`config.mk`:
```
export PLATFORM = sky130hd
export DESIGN_NAME = round_key_adder
export DESIGN_NICKNAME = d
export VERILOG_FILES = /design/src/rtl/round_key_adder.sv
export SDC_FILE = /design/constraint.sdc
export NUM_CORES = 1
export LEC_CHECK = 0
export CAP_MARGIN = 20
export CORE_ASPECT_RATIO = 0.5
export CORE_MARGIN = 3
export CORE_UTILIZATION = 35
export CTS_BUF_LIST = sky130_fd_sc_hd__clkbuf_2
export CTS_CLUSTER_SIZE = 12
export DETAILED_ROUTE_END_ITERATION = 10
export HOLD_SLACK_MARGIN = 0.02
export PLACE_DENSITY_LB_ADDON = 0.15
export SYNTH_ARGS = -nofsm -noshare
export SYNTH_HDL_FRONTEND = slang
export SYNTH_SLANG_ARGS = --single-unit
```
`constraint.sdc`:
```
create_clock -name clk -period 2.13 [get_ports clk]
set_clock_uncertainty 0.1 [all_clocks]
set_input_delay 0.213 -clock clk [delete_from_list [all_inputs] [get_ports clk]]
set_output_delay 0.213 -clock clk [all_outputs]
set_load 0.03 [all_outputs]
```
`src/rtl/round_key_adder.sv`:
```
// AES-128 AddRoundKey: registers state ^ round key and expands the next key on the fly.
// Latency 1 cycle; no backpressure, accepts an enable every cycle while a key is loaded.
module round_key_adder #(
  parameter int word_size  = 8,
  parameter int array_size = 16
) (
  input  logic                              clk,
  input  logic                              rst,
  input  logic                              key_load,
  input  logic [word_size*array_size-1:0]   cipher_key,
  input  logic                              enable,
  input  logic [word_size*array_size-1:0]   state,
  output logic [31:0]                       sbox_in,
  input  logic [31:0]                       sbox_out,
  output logic [word_size*array_size-1:0]   state_out,
  output logic                              out_valid,
  output logic [3:0]                        round,
  output logic                              key_valid,
  output logic                              last_round
);

  typedef struct packed {
    logic [31:0] w0;
    logic [31:0] w1;
    logic [31:0] w2;
    logic [31:0] w3;
  } key_t;

  key_t        rk;
  logic [7:0]  rcon;
  logic [7:0]  rcon_nxt;
  logic [31:0] w0_nxt, w1_nxt, w2_nxt, w3_nxt;
  logic        accept;

  assign sbox_in = {rk.w3[23:0], rk.w3[31:24]};
  assign accept  = enable & key_valid & ~key_load;

  always_comb begin
    w0_nxt   = rk.w0 ^ sbox_out ^ {rcon, 24'h0};
    w1_nxt   = rk.w1 ^ w0_nxt;
    w2_nxt   = rk.w2 ^ w1_nxt;
    w3_nxt   = rk.w3 ^ w2_nxt;
    rcon_nxt = {rcon[6:0], 1'b0} ^ (rcon[7] ? 8'h1b : 8'h00);
  end

  always_ff @(posedge clk) begin
    if (rst) begin
      rk         <= '0;
      rcon       <= 8'h01;
      round      <= 4'd0;
      key_valid  <= 1'b0;
      state_out  <= '0;
      out_valid  <= 1'b0;
      last_round <= 1'b0;
    end else begin
      out_valid  <= 1'b0;
      last_round <= 1'b0;
      if (key_load) begin
        rk        <= cipher_key;
        rcon      <= 8'h01;
        round     <= 4'd0;
        key_valid <= 1'b1;
      end else if (accept) begin
        state_out <= state ^ rk;
        out_valid <= 1'b1;
        rk        <= {w0_nxt, w1_nxt, w2_nxt, w3_nxt};
        rcon      <= rcon_nxt;
        // Round 10 is the final key: retire the key and park the counter.
        if (round == 4'd10) begin
          last_round <= 1'b1;
          key_valid  <= 1'b0;
        end else begin
          round <= round + 4'd1;
        end
      end
    end
  end

endmodule
```
==> summary.md, run 1 <==
| Metric | Value |
|---|---|
| M2 GR Usage | `39.5%` |
| Crit path kind | `flip-flop to flip-flop` |
| Drt total wl | `53400 um` |
| Tcrit/Tclk final | `95.9%` |
| # DRC | `0` |
| Rel. slew slack | `70.3%` |
| Peak supply drop | `0.309 mV` |
| Seq/Total Area, Yosys | `39.8%` |
| Hold slack | `133 ps` |
| Fin. Hold Viols | `0` |
| Most frequent cells in the layout | `306 x dlygate4sd3_1, 290 x clkdlybuf4s50_1, 260 x dfxtp_1` |
| Final count of pins violating max slew | `0` |
| Synthesized area per cell | `9.09 um^2` |
| CTS sink count | `271` |
| GP Congestion | `0.834` |
| Vias per cell | `4.93` |
| Die Ht | `146 um` |
| DP Wirelength | `37100 um` |
| Fmax | `0.490 GHz` |
| Status | `complete, no violations` |
| Fin area | `22400 um^2` |
| Netlist cell types | `38` |
| Inserted Clock Buffers | `69` |
| Top-area cell type share of the netlist area | `39.8%` |
| ANT nets after route | `0` |
| I/O Buffers | `458` |
| Reg2reg path depth | `6` |
| Final Util | `59.0%` |
| Met3 capacity usage during global routing | `5.07%` |
| Synthesis-to-finish area growth | `63.8%` |
| Worst skew pair latency | `920 ps` |
| Post-Place Cells | `2362` |
| Reg clk slew, reported paths | `110 ps` |
| Initial core utilization | `36.0%` |
| Number of H-tree levels | `3` |
| Core Region | `37900 um^2` |
| Static Leak | `8.73 nW` |
| First-pass GRT wire length | `79100 um` |
| Total power | `13.0 mW` |
| Setup crit end kind | `flip-flop` |
| Die ar. | `41500 um^2` |
| Cell area after placement | `18700 um^2` |
| Layout cells sized above 1 | `10.0%` |
| Final nets | `2520` |
| Starting DRC count in detailed routing | `810` |
| Commonest non-fill, non-tap cell in the layout | `dlygate4sd3_1` |
| RSZ-0062 raised after global routing | `false` |
| Setup TNS | `0 ps` |
| Warning count from the yosys run | `0` |
| Worst-Margin Slew | `446 ps` |
| Initial antenna violation count | `3` |
| # rows | `50` |
| Number of global-route vias before repair | `13600` |
| Die Wd | `285 um` |
| Slack of the critical path | `87.4 ps` |
| Routing usage on met1 | `32.2%` |
| GR peak layer | `met2` |
| CP Max Fanout | `29` |
| Flop2flop setup slack | `90 ps` |
| #FFs+latches synth | `271` |
| Hold Crit Class | `input port to flip-flop` |
| Worst Setup EP | `rk[110]` |
| Total GRT Usage | `24.5%` |
| DP Worst Slack | `73.9 ps` |
| Setup violators final | `0` |
| I/O pins | `459` |
| CP Launch Point | `key_valid` |
| Post-Layout Cell Count | `2783` |
| Crit Reg-Reg Endpoint | `rk[110]` |
| DR vias | `13700` |
| GRT overflow | `0` |
| Synth top area cells | `dfxtp_1 40%, xnor2_1 11%, a211oi_1 9.5%` |
| CP Data Arrival Time | `2770 ps` |
| Tmin final | `2040 ps` |
| Router iterations before antenna repair | `5` |
| Worst r2r src | `key_valid` |
| Max Root-Sink Buffers | `3` |
| CP required | `2860 ps` |
| Mapped Area | `13600 um^2` |
| Post-Synthesis Cells | `1502` |
| Fillers | `3335` |
| CTS tree | `built` |
| Cell chosen for the clock root | `clkbuf_2` |
| Largest net degree at the start of global routing | `76` |
| Yosys top cell by area | `dfxtp_1` |
| Post-Syn Nets | `1796` |
| CP Launch Type | `flip-flop` |
| Max cap viols | `0` |
| WL per Instance | `19.2 um` |
| Total power density per cell area | `579 nW/um^2` |
-- cells in the mapped netlist --
cell / n
or3_1: 80
clkbuf_2: 24
o21bai_1: 24
nand3_1: 1
xor3_1: 4
nor4bb_1: 4
o211ai_1: 1
o31a_1: 4
and3b_1: 4
nor2_1: 239
buf_4: 33
nand2_1: 34
o221a_2: 2
inv_2: 1
nand3b_1: 2
xnor3_1: 33
or2_2: 1
xnor2_1: 170
xnor3_2: 1
ha_1: 2
a31oi_1: 24
xor2_1: 54
a211oi_1: 173
inv_1: 14
o21ai_0: 82
buf_2: 13
and2_1: 1
buf_1: 6
dfxtp_1: 271
and4_1: 1
nor3_1: 7
and3_1: 5
a21oi_1: 15
nand2b_1: 5
nand4_1: 6
a221oi_1: 4
a311oi_1: 56
clkbuf_1: 101
-- critical path: stages (launching register included) --
cell	delay, ps
dfxtp_4	400
and2_4	190
buf_12	190
nand2_1	100
xor2_1	150
a211oi_1	230
dlygate4sd3_1	580
-- cell type report --
| cell class | count | area [um^2] | share of cell area [%] |
|---|---|---|---|
| sequential | 271 | 5440 | 24.3 |
| tap | 520 | 651 | 2.91 |
| clock inverter | 5 | 18.8 | 0.0839 |
| clock buffer | 99 | 495 | 2.22 |
| timing repair buffer | 830 | 8310 | 37.2 |
| multi-input combinational | 1039 | 7360 | 32.9 |
| inverter | 15 | 63.8 | 0.285 |
| antenna | 4 | 10.0 | 0.0448 |
-- per-layer routing --
layer / up-vias / part of all wire (%)
met4: 0 / 3.5
li1: 6740 / -
met2: 366 / 46
met1: 6492 / 45
met3: 115 / 5.2
met5: - / 0
-- how the worst min path moves through the flow --
| stage | from | endpoint | cells past startpoint |
|---|---|---|---|
| 5_1_grt | key_load | sbox_in[0] | 3 |
| 3_5_place_dp | rcon[1] | rcon[2] | 2 |
| 6_report | key_load | sbox_in[5] | 3 |
| 2_1_floorplan | cipher_key[124] | rk[124] | 2 |
| 4_1_cts | key_load | sbox_in[5] | 3 |
| 3_3_place_gp | state_out[9] | state_out[9] | 2 |
-- repair_timing --
item | CTS | global route
setup buffers | 0 | 3
resized for setup | 263 | 28
pin swaps | 0 | 1
setup endpoints to repair | 167 | 46
hold buffers | 306 | 0
cloned | 0 | 4
endpoints found under the hold margin | 271 | 0
-- cells by family (layout without fill, tap and decap cells) --
family	count (synthesis)	count (layout)	synth area share (%)
fa+ha+maj	2	2	0.183
other cells	0	4	0
flops	271	271	39.8
buf+inv	192	949	6.53
xor+xnor	262	262	20.7
simple gates	390	390	13.0
compound gates	385	385	19.8
-- registers in the layout, summed over array words and instances, names as in the netlist --
name / cells
sbox_in: 32
rk: 96
state_out: 128
last_round: 1
key_valid: 1
rcon: 8
out_valid: 1
round: 4
-- power by group --
| part | switching (mW) | internal (mW) | leakage (nW) |
|---|---|---|---|
| clock | 2.24 | 1.20 | 0.419 |
| sequential | 0.351 | 5.38 | 2.23 |
| combinational | 1.77 | 2.01 | 6.08 |
No activity file was read; power rests on OpenSTA's default activity.
==> run 2, diff against run 1 <==
HOLD_SLACK_MARGIN = 0.15   (was 0.02)
==> run 2 against run 1 <==
Sequential power hardly changed. Final cell count is 0.32% higher. Critical path depth is 2 higher. Power rose by 0.10%. Maximum frequency fell by 3.8%. Routed wire length increased by 0.28%. Via count grew 0.44%. Global-route usage is 0.17 points higher. Worst hold slack gained 140 ps. Utilization rose by 0.28 points. Critical endpoint is now rk[106]. Largest cell class unchanged.
==> summary.md, run 2 (same netlist as run 1, synthesis figures left out) <==
| Metric | Value |
|---|---|
| # rows | `50` |
| RSZ-0062 raised after global routing | `false` |
| Buffers & Inverters on Critical Path | `6` |
| Most frequent cells in the layout | `316 x dlygate4sd3_1, 289 x clkdlybuf4s50_1, 259 x dfxtp_1` |
| Total power | `13.0 mW` |
| Peak supply drop | `0.309 mV` |
| CP top delay family | `buffers and inverters` |
| CP Depth | `8` |
| # DRC | `0` |
| Fin area | `22500 um^2` |
| Max Root-Sink Buffers | `3` |
| DR vias | `13800` |
| I/O Buffers | `458` |
| Fin. Hold Viols | `0` |
| Reg clk slew, reported paths | `110 ps` |
| Crit path kind | `input port to flip-flop` |
| Rel. slew slack | `69.9%` |
| Final count of pins violating max slew | `0` |
| CTS sink count | `271` |
| Synthesis-to-finish area growth | `64.6%` |
| CP Data Arrival Time | `2820 ps` |
| Drt total wl | `53600 um` |
| I/O pins | `459` |
| Worst-Margin Slew | `450 ps` |
| Setup violators final | `0` |
| Total GRT Usage | `24.6%` |
| Die ar. | `41500 um^2` |
| Flop2flop setup slack | `90 ps` |
| Largest net degree at the start of global routing | `76` |
| CTS tree | `built` |
| Setup crit end kind | `flip-flop` |
| Final nets | `2529` |
| CP Launch Type | `input port` |
| Die Wd | `285 um` |
| Vias per cell | `4.93` |
| Most frequent CP cell | `dlygate4sd3_1` |
| Static Leak | `8.78 nW` |
| Worst hold path depth | `5` |
| Number of global-route vias before repair | `13800` |
| Setup TNS | `0 ps` |
| Router iterations before antenna repair | `5` |
| Initial antenna violation count | `3` |
| DP Wirelength | `37100 um` |
| Reg2reg path depth | `6` |
| Slowest cell on the critical path | `dlygate4sd3_1` |
| Core Region | `37900 um^2` |
| Max cap viols | `0` |
| Die Ht | `146 um` |
| GP Congestion | `0.834` |
| Tcrit/Tclk final | `99.7%` |
| Status | `complete, no violations` |
| Cell area after placement | `18700 um^2` |
| Layout cells sized above 1 | `10.1%` |
| ANT nets after route | `0` |
| Tmin final | `2120 ps` |
| Total power density per cell area | `577 nW/um^2` |
| Hold Crit Class | `input port to flip-flop` |
| Number of flip-flops under the largest register name | `128` |
| CP required | `2830 ps` |
| Worst skew pair latency | `920 ps` |
| Starting DRC count in detailed routing | `753` |
| Cell chosen for the clock root | `clkbuf_2` |
| Inserted Clock Buffers | `69` |
| GRT overflow | `0` |
| Max stage delay on crit path | `570 ps` |
| CP Max Fanout | `36` |
| Fmax | `0.471 GHz` |
| Commonest non-fill, non-tap cell in the layout | `dlygate4sd3_1` |
| Cells along the critical path | `dlygate4sd3_1 -> clkdlybuf4s50_1 -> buf_12 -> clkinv_8 -> buf_16 -> nor2_1 -> a211oi_2 -> dlygate4sd3_1` |
| First-pass GRT wire length | `80000 um` |
| Biggest register | `state_out` |
| WL per Instance | `19.2 um` |
| Number of H-tree levels | `3` |
| Initial core utilization | `36.0%` |
==> run 2: where the power goes <==
part           internal, mW  switching (mW)  total [mW]
logic                  2.02            1.78        3.80
registers              5.38           0.352        5.73
clock network          1.20            2.24        3.43
==> run 2: path summary, 6_finish.rpt <==
path / from / to
hold reg to reg: rcon[1] / rcon[2]
setup / recovery: key_load / rk[106]
setup reg to reg: key_valid / rk[110]
hold / removal: sbox_out[27] / rk[91]
==> run 2: through the flow <==
stage	util (%)	setup slack, ps	instances	hold WS [ps]
finish	59.3	5.69	2792	269
floorplan	-	227	1502	269
CTS	58.8	0.767	2782	174
global route	59.2	0.116	2791	204
global placement	49.4	114	2362	383
detailed placement	49.4	73.9	2362	390
==> run 2: layout make-up <==
class / instances / area (um^2)
Antenna cell: 4 / 10.0
Clock buffer: 99 / 495
Clock inverter: 5 / 18.8
Fill cell: 3325 / 15400
Inverter: 15 / 68.8
Multi-Input combinational cell: 1039 / 7370
Sequential cell: 271 / 5440
Tap cell: 520 / 651
Timing Repair Buffer: 839 / 8410
==> run 2: metal layers <==
layer  GRT usage (%)  wire length [um]  vias up
met5               0                 0        -
met3            4.90              2680      107
met2            40.4             25100      367
met4            8.48              1610        0
met1            32.5             24200     6532
li1                -                 -     6768
==> run 2: timing repair <==
action / CTS / global route
buffers inserted: 0 / 3
setup endpoints to repair: 167 / 49
resized for setup: 263 / 32
hold endpoints to repair: 271 / 0
hold buffers: 316 / 0
cloned: 0 / 4
==> run 2: worst register-to-register path: cells and delay by family, from the launching register on <==
family | cells | cell delay (ps)
compound gates | 1 | 240
buf+inv | 2 | 770
xor+xnor | 1 | 140
flops | 1 | 400
simple gates | 2 | 310
==> run 3, diff against run 2 <==
CORE_UTILIZATION = 38   (was 35)
TNS_END_PERCENT = 5   (was not set)
==> run 3 against run 2 <==
The flow now finishes with violations (setup timing). Largest power group unchanged. Maximum frequency fell by 1.9%. Critical path depth fell by 1. Critical path type unchanged. Clock power is 10% higher. Sequential power is essentially flat. Setup slack lost 40 ps. Routed wire length down 0.56%. Register-to-register slack lost 20 ps. Via count grew 1.4%. Utilization rose by 5.2 points. Final area grew 0.29%. Highest routed layer unchanged. Non-clock buffer count up 12.
==> summary.md, run 3 (same netlist as run 1, synthesis figures left out) <==
| Metric | Value |
|---|---|
| ANT nets after route | `0` |
| Largest net degree at the start of global routing | `69` |
| Total GRT Usage | `27.1%` |
| Buffers & Inverters on Critical Path | `4` |
| CTS sink count | `271` |
| Synthesis-to-finish area growth | `65.1%` |
| Reg area | `5440 um^2` |
| Setup violators final | `4` |
| Fin. Hold Viols | `0` |
| DR vias | `14000` |
| CP Data Arrival Time | `2900 ps` |
| Status | `finished with violations` |
| Die ar. | `38400 um^2` |
| Most frequent cells in the layout | `336 x dlygate4sd3_1, 290 x clkdlybuf4s50_1, 262 x dfxtp_1` |
| Biggest register | `state_out` |
| DP Wirelength | `35900 um` |
| Tcrit/Tclk final | `102%` |
| Drt total wl | `53300 um` |
| Core Region | `35000 um^2` |
| Worst-Margin Slew | `1070 ps` |
| CTS tree | `built` |
| CP top delay family | `buffers and inverters` |
| Rel. slew slack | `28.3%` |
| Static Leak | `8.69 nW` |
| DP Worst Slack | `56.2 ps` |
| Fmax | `0.462 GHz` |
| Layout cells sized above 1 | `10.5%` |
| Number of H-tree levels | `3` |
| CP Launch Type | `input port` |
| Hold slack | `286 ps` |
| WL per Instance | `19.2 um` |
| Slack of the critical path | `-34.6 ps` |
| Fillers | `2923` |
| I/O Buffers | `458` |
| Router iterations before antenna repair | `5` |
| Starting DRC count in detailed routing | `923` |
| Die Wd | `274 um` |
| # rows | `48` |
| Total power density per cell area | `592 nW/um^2` |
| Inserted Clock Buffers | `68` |
| Slowest cell on the critical path | `clkdlybuf4s50_1` |
| Reg clk slew, reported paths | `100 ps` |
| Post-Place Cells | `2314` |
| RSZ-0062 raised after global routing | `true` |
| Worst skew pair latency | `950 ps` |
| Post-CTS Setup Bufs | `0` |
| # DRC | `0` |
| Fin area | `22500 um^2` |
| Max cap viols | `0` |
| Max stage delay on crit path | `600 ps` |
| Max Root-Sink Buffers | `3` |
| Cell chosen for the clock root | `clkbuf_2` |
| Tmin final | `2160 ps` |
| Vias per cell | `5.04` |
| Hold Crit Class | `input port to flip-flop` |
| Cell area after placement | `18700 um^2` |
| GRT overflow | `0` |
| CP Max Fanout | `58` |
| Cells along the critical path | `dlygate4sd3_1 -> clkdlybuf4s50_1 -> and3b_4 -> buf_12 -> nor2_1 -> a211oi_1 -> dlygate4sd3_1` |
| Crit path kind | `input port to flip-flop` |
| Initial core utilization | `39.0%` |
| Most frequent CP cell | `dlygate4sd3_1` |
| Peak supply drop | `0.276 mV` |
| Initial antenna violation count | `8` |
| First-pass GRT wire length | `80400 um` |
| Final count of pins violating max slew | `0` |
| Commonest non-fill, non-tap cell in the layout | `dlygate4sd3_1` |
| I/O pins | `459` |
| Number of global-route vias before repair | `13800` |
| Number of flip-flops under the largest register name | `128` |
| CP required | `2870 ps` |
| Post-Layout Cell Count | `2772` |
| GP Congestion | `0.829` |
| Final nets | `2540` |
| Die Ht | `140 um` |
| Setup crit end kind | `flip-flop` |
| Multi-input gate area | `7360 um^2` |
| Failing checks | `setup timing` |
-- run 3: report_power, final --
part | switching [mW] | internal (mW)
Sequential | 0.349 | 5.38
Combinational | 1.80 | 2.02
Clock | 2.28 | 1.50
Total | 4.43 | 8.90
-- run 3: timing repair --
| action | 4_1_cts | 5_1_grt |
|---|---|---|
| setup endpoints to repair | 167 | 104 |
| hold buffers | 335 | 1 |
| gates resized for setup | 271 | 101 |
| hold endpoints to repair | 271 | 1 |
| gates cloned | 0 | 1 |
-- run 3: final cells by class --
cell class | instances | share of cell area, %
antenna | 9 | 0.100
clock buffer | 90 | 2.00
clock inverter | 22 | 0.722
inverter | 15 | 0.283
multi-input combinational | 1039 | 32.7
sequential | 271 | 24.1
tap | 475 | 2.64
timing repair buffer | 851 | 37.4
-- run 3: final timing paths --
check,start,end,slack (ps),depth (start not counted)
worst max register to register,key_valid,state_out[31],70,5
worst min register to register,state_out[107],state_out[107],400,2
worst max-delay path,enable,state_out[31],-30,7
worst min-delay path,sbox_out[28],rk[60],290,5
-- run 3: worst reg2reg max path: stages (launching register included) --
cell           delay, ps
dfxtp_2              390
and3b_4              290
buf_12               250
nor2_1               110
a211oi_1             280
dlygate4sd3_1        590
-- run 3: metrics by stage --
stage	utilization, %	TNS (ps)	power (mW)
finish	64.5	-62.7	13.3
global route	64.4	-59.1	14.0
global placement	53.5	0	9.09
floorplan	-	0	7.64
detailed placement	53.5	0	9.12
CTS	64.5	-1.31	13.4
-- run 3: metal layers --
layer,share of wire (%),GRT usage (%),vias to the layer above
li1,-,-,6801
met1,44,36.1,6570
met2,46,42.4,452
met3,5.7,5.97,143
met4,4.1,11.7,0
met5,0,0,-
